**config.mk**
```make
export PLATFORM = sky130hd
export DESIGN_NAME = hazard_stall_unit_flat
export DESIGN_NICKNAME = d
export VERILOG_FILES = /design/src/rtl/hazard_stall_unit_pkg.sv /design/src/rtl/hazard_stall_unit_if.sv /design/src/rtl/hazard_stall_unit_match.sv /design/src/rtl/hazard_stall_unit.sv /design/src/flat_wrapper.sv
export SDC_FILE = /design/constraint.sdc
export NUM_CORES = 1
export LEC_CHECK = 0
export BUFFER_PORTS_ARGS = -buffer_cell sky130_fd_sc_hd__buf_2
export CAP_MARGIN = 25
export CORE_MARGIN = 3
export CORE_UTILIZATION = 48
export DETAILED_ROUTE_END_ITERATION = 6
export PLACE_DENSITY = 0.77
export SYNTH_ARGS = -nofsm -noshare
export SYNTH_HDL_FRONTEND = slang
export SYNTH_SLANG_ARGS = --single-unit
```
**constraint.sdc**
```tcl
create_clock -name Clk -period 1.9 [get_ports Clk]
set_input_delay 0.19 -clock Clk [delete_from_list [all_inputs] [get_ports Clk]]
set_output_delay 0.19 -clock Clk [all_outputs]
set_load 0.01 [all_outputs]
```
**src/rtl/hazard_stall_unit_pkg.sv**
```systemverilog
// Shared pipeline definitions for the ID-stage hazard/stall logic.
// Holds register-index constants, FSM encodings, hazard classes and the NOP bubble encoding.
package hazard_stall_unit_pkg;

  localparam int          REG_W     = 5;
  localparam logic [4:0]  REG_ZERO  = 5'd0;
  localparam logic [31:0] NOP_INSTR = 32'h0000_0000;

  typedef enum logic {
    ST_RUN   = 1'b0,
    ST_STALL = 1'b1
  } state_t;

  typedef enum logic [1:0] {
    HZ_NONE       = 2'd0,
    HZ_LOAD_USE   = 2'd1,
    HZ_EX_BRANCH  = 2'd2,
    HZ_MEM_BRANCH = 2'd3
  } hazard_t;

  // Register 0 is hardwired to zero, so it never creates a dependency.
  function automatic logic srcMatch(input logic uses,
                                    input logic [REG_W-1:0] srcReg,
                                    input logic [REG_W-1:0] dstReg);
    return uses && (srcReg == dstReg) && (dstReg != REG_ZERO);
  endfunction

endpackage

```
**src/rtl/hazard_stall_unit_if.sv**
```systemverilog
// Bundle of ID/EX/MEM hazard inputs and the stall/flush control outputs.
// The stall unit takes the slave modport; the pipeline side takes the master modport.
interface hazard_stall_unit_if #(parameter int CNT_WIDTH = 32);
  import hazard_stall_unit_pkg::*;

  logic [REG_W-1:0]   IDU_RsReg;
  logic [REG_W-1:0]   IDU_RtReg;
  logic               IDU_UsesRs;
  logic               IDU_UsesRt;
  logic               IDU_IsBranch;
  logic               IDU_BranchTaken;
  logic [REG_W-1:0]   EXU_DestReg;
  logic               EXU_RegWrite;
  logic               EXU_MemRead;
  logic [REG_W-1:0]   MEM_DestReg;
  logic               MEM_MemRead;
  logic               MemStall;
  logic               PCWrite;
  logic               IFID_Write;
  logic               IFID_Flush;
  logic               IDEX_Bubble;
  logic               PipeHold;
  logic [CNT_WIDTH-1:0] StallCycles;
  logic [CNT_WIDTH-1:0] FlushCount;

  modport master (
    output IDU_RsReg, IDU_RtReg, IDU_UsesRs, IDU_UsesRt, IDU_IsBranch, IDU_BranchTaken,
    output EXU_DestReg, EXU_RegWrite, EXU_MemRead, MEM_DestReg, MEM_MemRead, MemStall,
    input  PCWrite, IFID_Write, IFID_Flush, IDEX_Bubble, PipeHold, StallCycles, FlushCount
  );

  modport slave (
    input  IDU_RsReg, IDU_RtReg, IDU_UsesRs, IDU_UsesRt, IDU_IsBranch, IDU_BranchTaken,
    input  EXU_DestReg, EXU_RegWrite, EXU_MemRead, MEM_DestReg, MEM_MemRead, MemStall,
    output PCWrite, IFID_Write, IFID_Flush, IDEX_Bubble, PipeHold, StallCycles, FlushCount
  );

endinterface

```
**src/rtl/hazard_stall_unit_match.sv**
```systemverilog
// Combinational rs/rt comparator: classifies the hazard seen by the ID instruction
// and returns how many stall cycles it needs (0 when forwarding covers it).
module hazard_match
  import hazard_stall_unit_pkg::*;
#(
  parameter int LOAD_BRANCH_STALLS = 2
) (
  input  logic [REG_W-1:0] i_rsReg,
  input  logic [REG_W-1:0] i_rtReg,
  input  logic             i_usesRs,
  input  logic             i_usesRt,
  input  logic             i_isBranch,
  input  logic [REG_W-1:0] i_exDestReg,
  input  logic             i_exRegWrite,
  input  logic             i_exMemRead,
  input  logic [REG_W-1:0] i_memDestReg,
  input  logic             i_memMemRead,
  output hazard_t          o_hazard,
  output logic [1:0]       o_stallN
);

  logic w_exHit;
  logic w_memHit;

  assign w_exHit  = srcMatch(i_usesRs, i_rsReg, i_exDestReg)  ||
                    srcMatch(i_usesRt, i_rtReg, i_exDestReg);
  assign w_memHit = srcMatch(i_usesRs, i_rsReg, i_memDestReg) ||
                    srcMatch(i_usesRt, i_rtReg, i_memDestReg);

  // Load-use dominates: it alone can need more than one cycle.
  always_comb begin
    o_hazard = HZ_NONE;
    o_stallN = 2'd0;
    if (i_exMemRead && w_exHit) begin
      o_hazard = HZ_LOAD_USE;
      o_stallN = i_isBranch ? 2'(LOAD_BRANCH_STALLS) : 2'd1;
    end else if (i_isBranch && i_exRegWrite && !i_exMemRead && w_exHit) begin
      o_hazard = HZ_EX_BRANCH;
      o_stallN = 2'd1;
    end else if (i_isBranch && i_memMemRead && w_memHit) begin
      o_hazard = HZ_MEM_BRANCH;
      o_stallN = 2'd1;
    end
  end

endmodule

```
**src/rtl/hazard_stall_unit.sv**
```systemverilog
// ID-stage stall unit: inserts bubbles for hazards forwarding cannot cover,
// flushes IF/ID on taken branches, and counts stall cycles and flushes.
module hazard_stall_unit
  import hazard_stall_unit_pkg::*;
#(
  parameter int CNT_WIDTH          = 32,
  parameter int LOAD_BRANCH_STALLS = 2
) (
  input  logic                Clk,
  input  logic                Reset_n,
  hazard_stall_unit_if.slave  bus
);

  state_t               r_state;
  state_t               w_nextState;
  logic [1:0]           r_stallLeft;
  logic [1:0]           w_nextStallLeft;
  logic [CNT_WIDTH-1:0] r_stallCycles;
  logic [CNT_WIDTH-1:0] r_flushCount;
  hazard_t              w_hazard;
  logic [1:0]           w_stallN;
  logic                 w_incStall;
  logic                 w_incFlush;
  logic                 w_pcWrite;
  logic                 w_ifidWrite;
  logic                 w_ifidFlush;
  logic                 w_idexBubble;
  logic                 w_pipeHold;

  hazard_match #(
    .LOAD_BRANCH_STALLS (LOAD_BRANCH_STALLS)
  ) u_match (
    .i_rsReg      (bus.IDU_RsReg),
    .i_rtReg      (bus.IDU_RtReg),
    .i_usesRs     (bus.IDU_UsesRs),
    .i_usesRt     (bus.IDU_UsesRt),
    .i_isBranch   (bus.IDU_IsBranch),
    .i_exDestReg  (bus.EXU_DestReg),
    .i_exRegWrite (bus.EXU_RegWrite),
    .i_exMemRead  (bus.EXU_MemRead),
    .i_memDestReg (bus.MEM_DestReg),
    .i_memMemRead (bus.MEM_MemRead),
    .o_hazard     (w_hazard),
    .o_stallN     (w_stallN)
  );

  always_ff @(posedge Clk or negedge Reset_n) begin
    if (!Reset_n) begin
      r_state       <= ST_RUN;
      r_stallLeft   <= 2'd0;
      r_stallCycles <= '0;
      r_flushCount  <= '0;
    end else begin
      r_state     <= w_nextState;
      r_stallLeft <= w_nextStallLeft;
      if (w_incStall) r_stallCycles <= r_stallCycles + 1'b1;
      if (w_incFlush) r_flushCount  <= r_flushCount + 1'b1;
    end
  end

  // Reset outputs are driven combinationally so the pipeline is quiesced
  // for as long as Reset_n is low; MemStall freezes everything else.
  always_comb begin
    w_nextState     = r_state;
    w_nextStallLeft = r_stallLeft;
    w_pcWrite       = 1'b1;
    w_ifidWrite     = 1'b1;
    w_ifidFlush     = 1'b0;
    w_idexBubble    = 1'b0;
    w_pipeHold      = 1'b0;
    w_incStall      = 1'b0;
    w_incFlush      = 1'b0;
    if (!Reset_n) begin
      w_pcWrite    = 1'b0;
      w_ifidWrite  = 1'b0;
      w_ifidFlush  = 1'b1;
      w_idexBubble = 1'b1;
    end else if (bus.MemStall) begin
      w_pipeHold  = 1'b1;
      w_pcWrite   = 1'b0;
      w_ifidWrite = 1'b0;
    end else begin
      case (r_state)
        ST_RUN: begin
          if (w_hazard != HZ_NONE) begin
            w_pcWrite    = 1'b0;
            w_ifidWrite  = 1'b0;
            w_idexBubble = 1'b1;
            w_incStall   = 1'b1;
            if (w_stallN > 2'd1) begin
              w_nextState     = ST_STALL;
              w_nextStallLeft = w_stallN - 2'd1;
            end
          end else begin
            w_ifidFlush = bus.IDU_BranchTaken;
            w_incFlush  = bus.IDU_BranchTaken;
          end
        end
        ST_STALL: begin
          w_pcWrite       = 1'b0;
          w_ifidWrite     = 1'b0;
          w_idexBubble    = 1'b1;
          w_incStall      = 1'b1;
          w_nextStallLeft = r_stallLeft - 2'd1;
          if (r_stallLeft == 2'd1) w_nextState = ST_RUN;
        end
        default: w_nextState = ST_RUN;
      endcase
    end
  end

  assign bus.PCWrite     = w_pcWrite;
  assign bus.IFID_Write  = w_ifidWrite;
  assign bus.IFID_Flush  = w_ifidFlush;
  assign bus.IDEX_Bubble = w_idexBubble;
  assign bus.PipeHold    = w_pipeHold;
  assign bus.StallCycles = r_stallCycles;
  assign bus.FlushCount  = r_flushCount;

endmodule

```
**src/flat_wrapper.sv**
```systemverilog
// flat-port wrapper written by rule: the top's interface ports become plain ports
module hazard_stall_unit_flat import hazard_stall_unit_pkg::*;
#(
  parameter int CNT_WIDTH          = 32,
  parameter int LOAD_BRANCH_STALLS = 2
)
  (Clk, Reset_n, bus_IDU_RsReg, bus_IDU_RtReg, bus_IDU_UsesRs, bus_IDU_UsesRt, bus_IDU_IsBranch, bus_IDU_BranchTaken, bus_EXU_DestReg, bus_EXU_RegWrite, bus_EXU_MemRead, bus_MEM_DestReg, bus_MEM_MemRead, bus_MemStall, bus_PCWrite, bus_IFID_Write, bus_IFID_Flush, bus_IDEX_Bubble, bus_PipeHold, bus_StallCycles, bus_FlushCount);
  hazard_stall_unit_if #(.CNT_WIDTH(CNT_WIDTH)) bus_i ();
  input  logic Clk;
  input  logic Reset_n;
  input wire logic [$bits(bus_i.IDU_RsReg)-1:0] bus_IDU_RsReg;
  input wire logic [$bits(bus_i.IDU_RtReg)-1:0] bus_IDU_RtReg;
  input wire logic [$bits(bus_i.IDU_UsesRs)-1:0] bus_IDU_UsesRs;
  input wire logic [$bits(bus_i.IDU_UsesRt)-1:0] bus_IDU_UsesRt;
  input wire logic [$bits(bus_i.IDU_IsBranch)-1:0] bus_IDU_IsBranch;
  input wire logic [$bits(bus_i.IDU_BranchTaken)-1:0] bus_IDU_BranchTaken;
  input wire logic [$bits(bus_i.EXU_DestReg)-1:0] bus_EXU_DestReg;
  input wire logic [$bits(bus_i.EXU_RegWrite)-1:0] bus_EXU_RegWrite;
  input wire logic [$bits(bus_i.EXU_MemRead)-1:0] bus_EXU_MemRead;
  input wire logic [$bits(bus_i.MEM_DestReg)-1:0] bus_MEM_DestReg;
  input wire logic [$bits(bus_i.MEM_MemRead)-1:0] bus_MEM_MemRead;
  input wire logic [$bits(bus_i.MemStall)-1:0] bus_MemStall;
  output wire logic [$bits(bus_i.PCWrite)-1:0] bus_PCWrite;
  output wire logic [$bits(bus_i.IFID_Write)-1:0] bus_IFID_Write;
  output wire logic [$bits(bus_i.IFID_Flush)-1:0] bus_IFID_Flush;
  output wire logic [$bits(bus_i.IDEX_Bubble)-1:0] bus_IDEX_Bubble;
  output wire logic [$bits(bus_i.PipeHold)-1:0] bus_PipeHold;
  output wire logic [$bits(bus_i.StallCycles)-1:0] bus_StallCycles;
  output wire logic [$bits(bus_i.FlushCount)-1:0] bus_FlushCount;
  assign bus_i.IDU_RsReg = bus_IDU_RsReg;
  assign bus_i.IDU_RtReg = bus_IDU_RtReg;
  assign bus_i.IDU_UsesRs = bus_IDU_UsesRs;
  assign bus_i.IDU_UsesRt = bus_IDU_UsesRt;
  assign bus_i.IDU_IsBranch = bus_IDU_IsBranch;
  assign bus_i.IDU_BranchTaken = bus_IDU_BranchTaken;
  assign bus_i.EXU_DestReg = bus_EXU_DestReg;
  assign bus_i.EXU_RegWrite = bus_EXU_RegWrite;
  assign bus_i.EXU_MemRead = bus_EXU_MemRead;
  assign bus_i.MEM_DestReg = bus_MEM_DestReg;
  assign bus_i.MEM_MemRead = bus_MEM_MemRead;
  assign bus_i.MemStall = bus_MemStall;
  assign bus_PCWrite = bus_i.PCWrite;
  assign bus_IFID_Write = bus_i.IFID_Write;
  assign bus_IFID_Flush = bus_i.IFID_Flush;
  assign bus_IDEX_Bubble = bus_i.IDEX_Bubble;
  assign bus_PipeHold = bus_i.PipeHold;
  assign bus_StallCycles = bus_i.StallCycles;
  assign bus_FlushCount = bus_i.FlushCount;
  hazard_stall_unit #(.CNT_WIDTH(CNT_WIDTH), .LOAD_BRANCH_STALLS(LOAD_BRANCH_STALLS)) u_core (.Clk(Clk), .Reset_n(Reset_n), .bus(bus_i));
endmodule
```
Yosys cells after proc, flatten, opt, wreduce, memory -nomap -nowiden. Cells that the tools add are included.

Logic and storage cells: 70. Input port bits: 30. Register bits after elaboration: 67. Output and inout port bits: 69.

Eq/ne operators: 7. Muxes and demuxes: 30. Magnitude comparators: 1. Add/sub/neg operators: 4. Bitwise operators: 2. Reduce and logical (&&, ||, !) cells: 22.

Operator list (number): $add 32x1->32 const B (2); $eq 5x5->1 (4); $mux 1 (19); $logic_and 1x1->1 (14); $mux 2 (7); $reduce_bool 5->1 (2); $pmux 1 s2 (3); $ne 2x1->1 const B (2); $pmux 2 s2 (1); $reduce_and 4->1 (1); $sub 2x1->2 const B (2); $eq 2x1->1 const B (1); $gt 2x1->1 const B (1); $logic_or 1x1->1 (2); $not 1->1 (2); $reduce_and 2->1 (1); $reduce_bool 2->1 (1); $logic_not 1->1 (1).

Longest topological paths before layout.
Depth in word-level cells: 13. Mapped depth: 8.

Modules after synthesis. Synthesis repeated with hierarchy kept, for this count alone.

Cells, all modules: 332. Area, all modules: 3442.1 µm².

By module, submodules not included: hazard_stall_unit (area each 3108.0 µm², cells each 288, instances 1); hazard_match (area each 334.1 µm², cells each 44, instances 1).

Worst setup path before layout. Ideal clock, no wire load.

Path type: reg2reg. Start point: register u_core.r_stallCycles[2], in the netlist u_core.bus.StallCycles[2]. End point: register u_core.r_stallCycles[18], in the netlist u_core.bus.StallCycles[18]. Period minus slack after synthesis: 2.207 ns. Cell stages (with the launch flop): 8. Buffers on the path: 1. Library setup time: 0.079 ns. Data arrival time: 2.127 ns. Required time: 1.821 ns. Path slack: -0.307 ns. Cells stage by stage: dfrtp_1 > and4_4 > nand4_4 > or4_4 > or3_1 > buf_6 > nor4b_4 > xor2_1.

Cells in the longest elaborated chain, start to end: 1.

RTL lines: start, declared (RTL line hazard_stall_unit.sv:18) `logic [CNT_WIDTH-1:0] r_stallCycles;`; start signal, assigned (RTL line hazard_stall_unit.sv:56) `if (w_incStall) r_stallCycles <= r_stallCycles + 1'b1;`; $add 32x1->32 (RTL line hazard_stall_unit.sv:56).

Every way passes these cells. A chain may end at the register's enable or synchronous reset.

Worst setup path in the final report.
Start point: register u_core.r_stallCycles[4], in the netlist u_core.bus.StallCycles[4]. End point: register u_core.r_stallCycles[24], in the netlist u_core.bus.StallCycles[24].

Same word-level chain as after synthesis.

==> flow_summary.toml <==
[critical_path]
cp.arrival_ns = 2.48
worstPathMaxFanout = 5
r2r-end = "u_core.bus.StallCycles[24]$_DFFE_PN0P_"
crit_slowest_cell = "or4_4"
path_class = "reg -> reg"
r2r_cells = 7
path_cells = "and4_4 > nand4_4 > or4_4 > or3_4 > buf_4 > nor4_4 > xor2_1"
slowest_delay_ns = 0.45
cp.required_ns = 2.16
cp-end-kind = "flop"
cp-start-kind = "flop"
reg2reg_slack_ns = -0.32
reg2reg_from = "u_core.bus.StallCycles[4]$_DFFE_PN0P_"

[detailed_routing]
ant_nets = 0
first_pass_iters = 4
drtIter0Drc = 145
drc_errors = 0
avgRoutedWirePerCell_um = 17.2
wirelength_mm = 10.5
viasPerCell = 5.48
vias = 3346

[power_and_ir_drop]
ir_drop_v = 0.000389
switching_power_mw = 1.38
powerDensity_nw_per_um2 = 774
p_clk_frac = 0.270
p_seq_frac = 0.407
switching_share = 0.341
p_comb_frac = 0.324
p_leak_nw = 2.71
power.internal_mw = 2.68

[min_path]
hold_depth = 4
min_path_type = "in -> reg"
min_to = "u_core.r_state$_DFFE_PN0P_"
hold_path_startpoint = "bus_EXU_MemRead"

[clocking]
insertion_delay_ns = 0.35
cts_root_buffer = "clkbuf_8"
cts_made_buffers = 9
clk_pin_slew_ns = 0.07
cts_tree = "built"
htree_levels = 3
clockBufferDepth = 2
clock-sinks = 67

[final_layout]
finalNonFillerCells = 611
design_area_um2 = 5250
layout-drive-gt1-share = 0.453
final_nets = 540
diodes = 0
multiInputGateArea_um2 = 2120
area.growth.synth_to_final_pct = 44.9
fillers = 551
register_area_um2 = 1680

[grt]
grt_pass1_wl_mm = 16.3
overflow = 0
groute.usage.overall = 0.239
grt_max_degree = 57
antenna_found_initial = 0
grt_pass1_vias = 3447

[floorplanning]
die_area_um2 = 8630
initial_core_util = 0.497
floorplan.core_area_um2 = 7290
die_h_um = 92.9
ioPinCount = 99
die-width_um = 92.9
row_count = 31

[logic_synthesis]
synth_top_family_by_area = "simple AND/OR/NAND/NOR gates"
synth_nets = 377
synth_top_area_frac = 0.463
post-synth-top-count-cell = "dfrtp_1"
synthArstFlopShare = 1.00
yosys.area_share.simple = 0.261
yosys.area.top_type = "dfrtp_1"
seq_area_frac_synth = 0.463
synth_edf_count = 0
yosysWarningCount = 0
yosys.area_share.adder = 0.0104
synth_area_um2 = 3620
netlist_top_cells_count = "dfrtp_1 (67), xnor2_1 (48), xor2_1 (34)"
netlist_instances = 344
synth_xor_xnor_area_share = 0.198
avgSynthCellArea_um2 = 10.5
synth_compound_area_frac = 0.0287
ys_types = 44
synthTopCellsByArea = "dfrtp_1 (46%), xnor2_1 (12%), xor2_1 (8.2%)"
muxShareOfSynthArea = 0.00621
ys_seq_elements = 67
ys.flop_type = "dfrtp_1"

[sta]
finClkSkew_ns = 0.0120
period_needed_ns = 2.22
final-max-slew-violation-count = 0
relSlewSlack = 0.533
hold_viol_final = 0
fmax_mhz = 451
worstMarginPinSlew_ns = 0.700
timing.final.ws_setup_ns = -0.318
fin_crit_sh = 1.17
rsz0062_at_grt = "yes"
hold_ws_ns = 0.345
finalSetupViolations = 17

[run_status]
violations = "negative setup slack"
status = "finished, violations left"

[placement]
placed_cell_area_um2 = 4620
globalplace.congestion = 0.831
io_buffers = 98
hpwl_mm = 6.98
place_inst = 581

[flow_run]
drv_cap = 0
==> metal layers <==
| layer | GRT usage | wire [µm] |
|---|---|---|
| met1 | 0.304 | 4170 |
| met2 | 0.401 | 5460 |
| met3 | 0.0414 | 643 |
| met4 | 0.104 | 259 |
| met5 | 0 | 0 |
==> kinds of logic (layout without fill, tap and decap cells) <==
| family | Yosys count | in the layout |
|---|---|---|
| AOI/OAI and AO/OA | 14 | 14 |
| buffers and inverters | 25 | 193 |
| DFF | 67 | 67 |
| muxes | 2 | 2 |
| and+or+nand+nor | 151 | 151 |
| xor gates and xnor gates | 82 | 82 |
| adders and majority gates | 3 | 3 |
==> placed cells by master (no fill, tap or decap), types with 2 or more instances in the layout <==
cell type | Yosys | layout
a21oi_1 | 2 | 2
a31oi_1 | 2 | 2
a32oi_2 | 0 | 2
and2_1 | 10 | 8
and3_1 | 14 | 13
and4_1 | 2 | 2
buf_12 | 0 | 2
buf_2 | 5 | 92
buf_4 | 1 | 59
buf_6 | 2 | 11
clkbuf_8 | 0 | 11
clkinv_2 | 0 | 2
clkinvlp_4 | 0 | 2
dfrtp_1 | 67 | 66
ha_1 | 3 | 3
inv_1 | 11 | 11
mux2_2 | 2 | 2
nand2_1 | 20 | 19
nand3_1 | 28 | 26
nand3_2 | 1 | 2
nand4_1 | 24 | 24
nor2_1 | 6 | 6
nor3_1 | 13 | 6
nor3_2 | 0 | 4
nor3_4 | 0 | 3
nor4_1 | 11 | 3
nor4_2 | 4 | 5
nor4_4 | 2 | 9
nor4b_4 | 1 | 3
or3_4 | 0 | 2
or4_4 | 1 | 3
xnor2_1 | 48 | 47
xor2_1 | 34 | 33
==> metrics by stage <==
stage | setup slack, ns | setup TNS [ns] | util | total power, mW
3_3_place_gp | -0.237 | -6.76 | 0.634 | 2.69
5_1_grt | -0.386 | -5.44 | 0.720 | 4.25
4_1_cts | -0.238 | -2.68 | 0.684 | 3.95
3_5_place_dp | -0.335 | -10.05 | 0.634 | 2.72
2_1_floorplan | -0.281 | -2.67 | - | 2.24
6_report | -0.318 | -3.78 | 0.720 | 4.06
==> registers in the layout, indices dropped and copies added (netlist names) <==
| register | flops |
|---|---|
| u_core.r_state | 1 |
| u_core.r_stallLeft | 2 |
| u_core.bus.FlushCount | 32 |
| u_core.bus.StallCycles | 32 |
==> worst max-delay path by stage <==
stage | slack (ns) | end | startpoint | cells after the start
floorplan | -0.28 | u_core.bus.StallCycles[18]$_DFFE_PN0P_ | u_core.bus.StallCycles[3]$_DFFE_PN0P_ | 7
global placement | -0.24 | u_core.bus.StallCycles[18]$_DFFE_PN0P_ | u_core.bus.StallCycles[2]$_DFFE_PN0P_ | 7
detailed placement | -0.34 | u_core.bus.StallCycles[5]$_DFFE_PN0P_ | bus_MEM_DestReg[1] | 8
CTS | -0.24 | u_core.bus.StallCycles[20]$_DFFE_PN0P_ | u_core.bus.StallCycles[2]$_DFFE_PN0P_ | 7
global route | -0.39 | u_core.bus.StallCycles[18]$_DFFE_PN0P_ | u_core.bus.StallCycles[4]$_DFFE_PN0P_ | 7
finish | -0.32 | u_core.bus.StallCycles[24]$_DFFE_PN0P_ | u_core.bus.StallCycles[4]$_DFFE_PN0P_ | 7
==> repair_timing <==
item / in CTS / in global routing
cloned: 2 / 0
endpoints found under the setup margin: 22 / 35
hold buffers: 1 / 0
pin swaps: 14 / 27
gates resized for setup: 18 / 42
setup buffers: 5 / 6
endpoints found under the hold margin: 11 / 0
==> critical path: cells and delay by family, from the launching register on <==
| kind | cells | cell delay, ns |
|---|---|---|
| buf+inv | 1 | 0.19 |
| xor+xnor | 1 | 0.19 |
| simple gates | 5 | 1.38 |
| flops | 1 | 0.36 |
==> area by class of cell <==
| cell class | instances | share of cell area |
|---|---|---|
| Clock buffer | 12 | 0.0295 |
| Clock inverter | 4 | 0.00477 |
| Inverter | 11 | 0.00786 |
| Multi-Input combinational cell | 252 | 0.403 |
| Sequential cell | 67 | 0.320 |
| Tap cell | 99 | 0.0236 |
| Timing Repair Buffer | 166 | 0.211 |
==> power groups by stage <==
stage | combinational (mW) | sequential, mW | clock (mW)
finish | 1.31 | 1.65 | 1.10
global route | 1.41 | 1.67 | 1.18
CTS | 1.20 | 1.65 | 1.10
detailed placement | 1.05 | 1.67 | 0
global placement | 1.02 | 1.67 | 0
floorplan | 0.531 | 1.71 | 0
No activity file was read; power rests on OpenSTA's default activity.
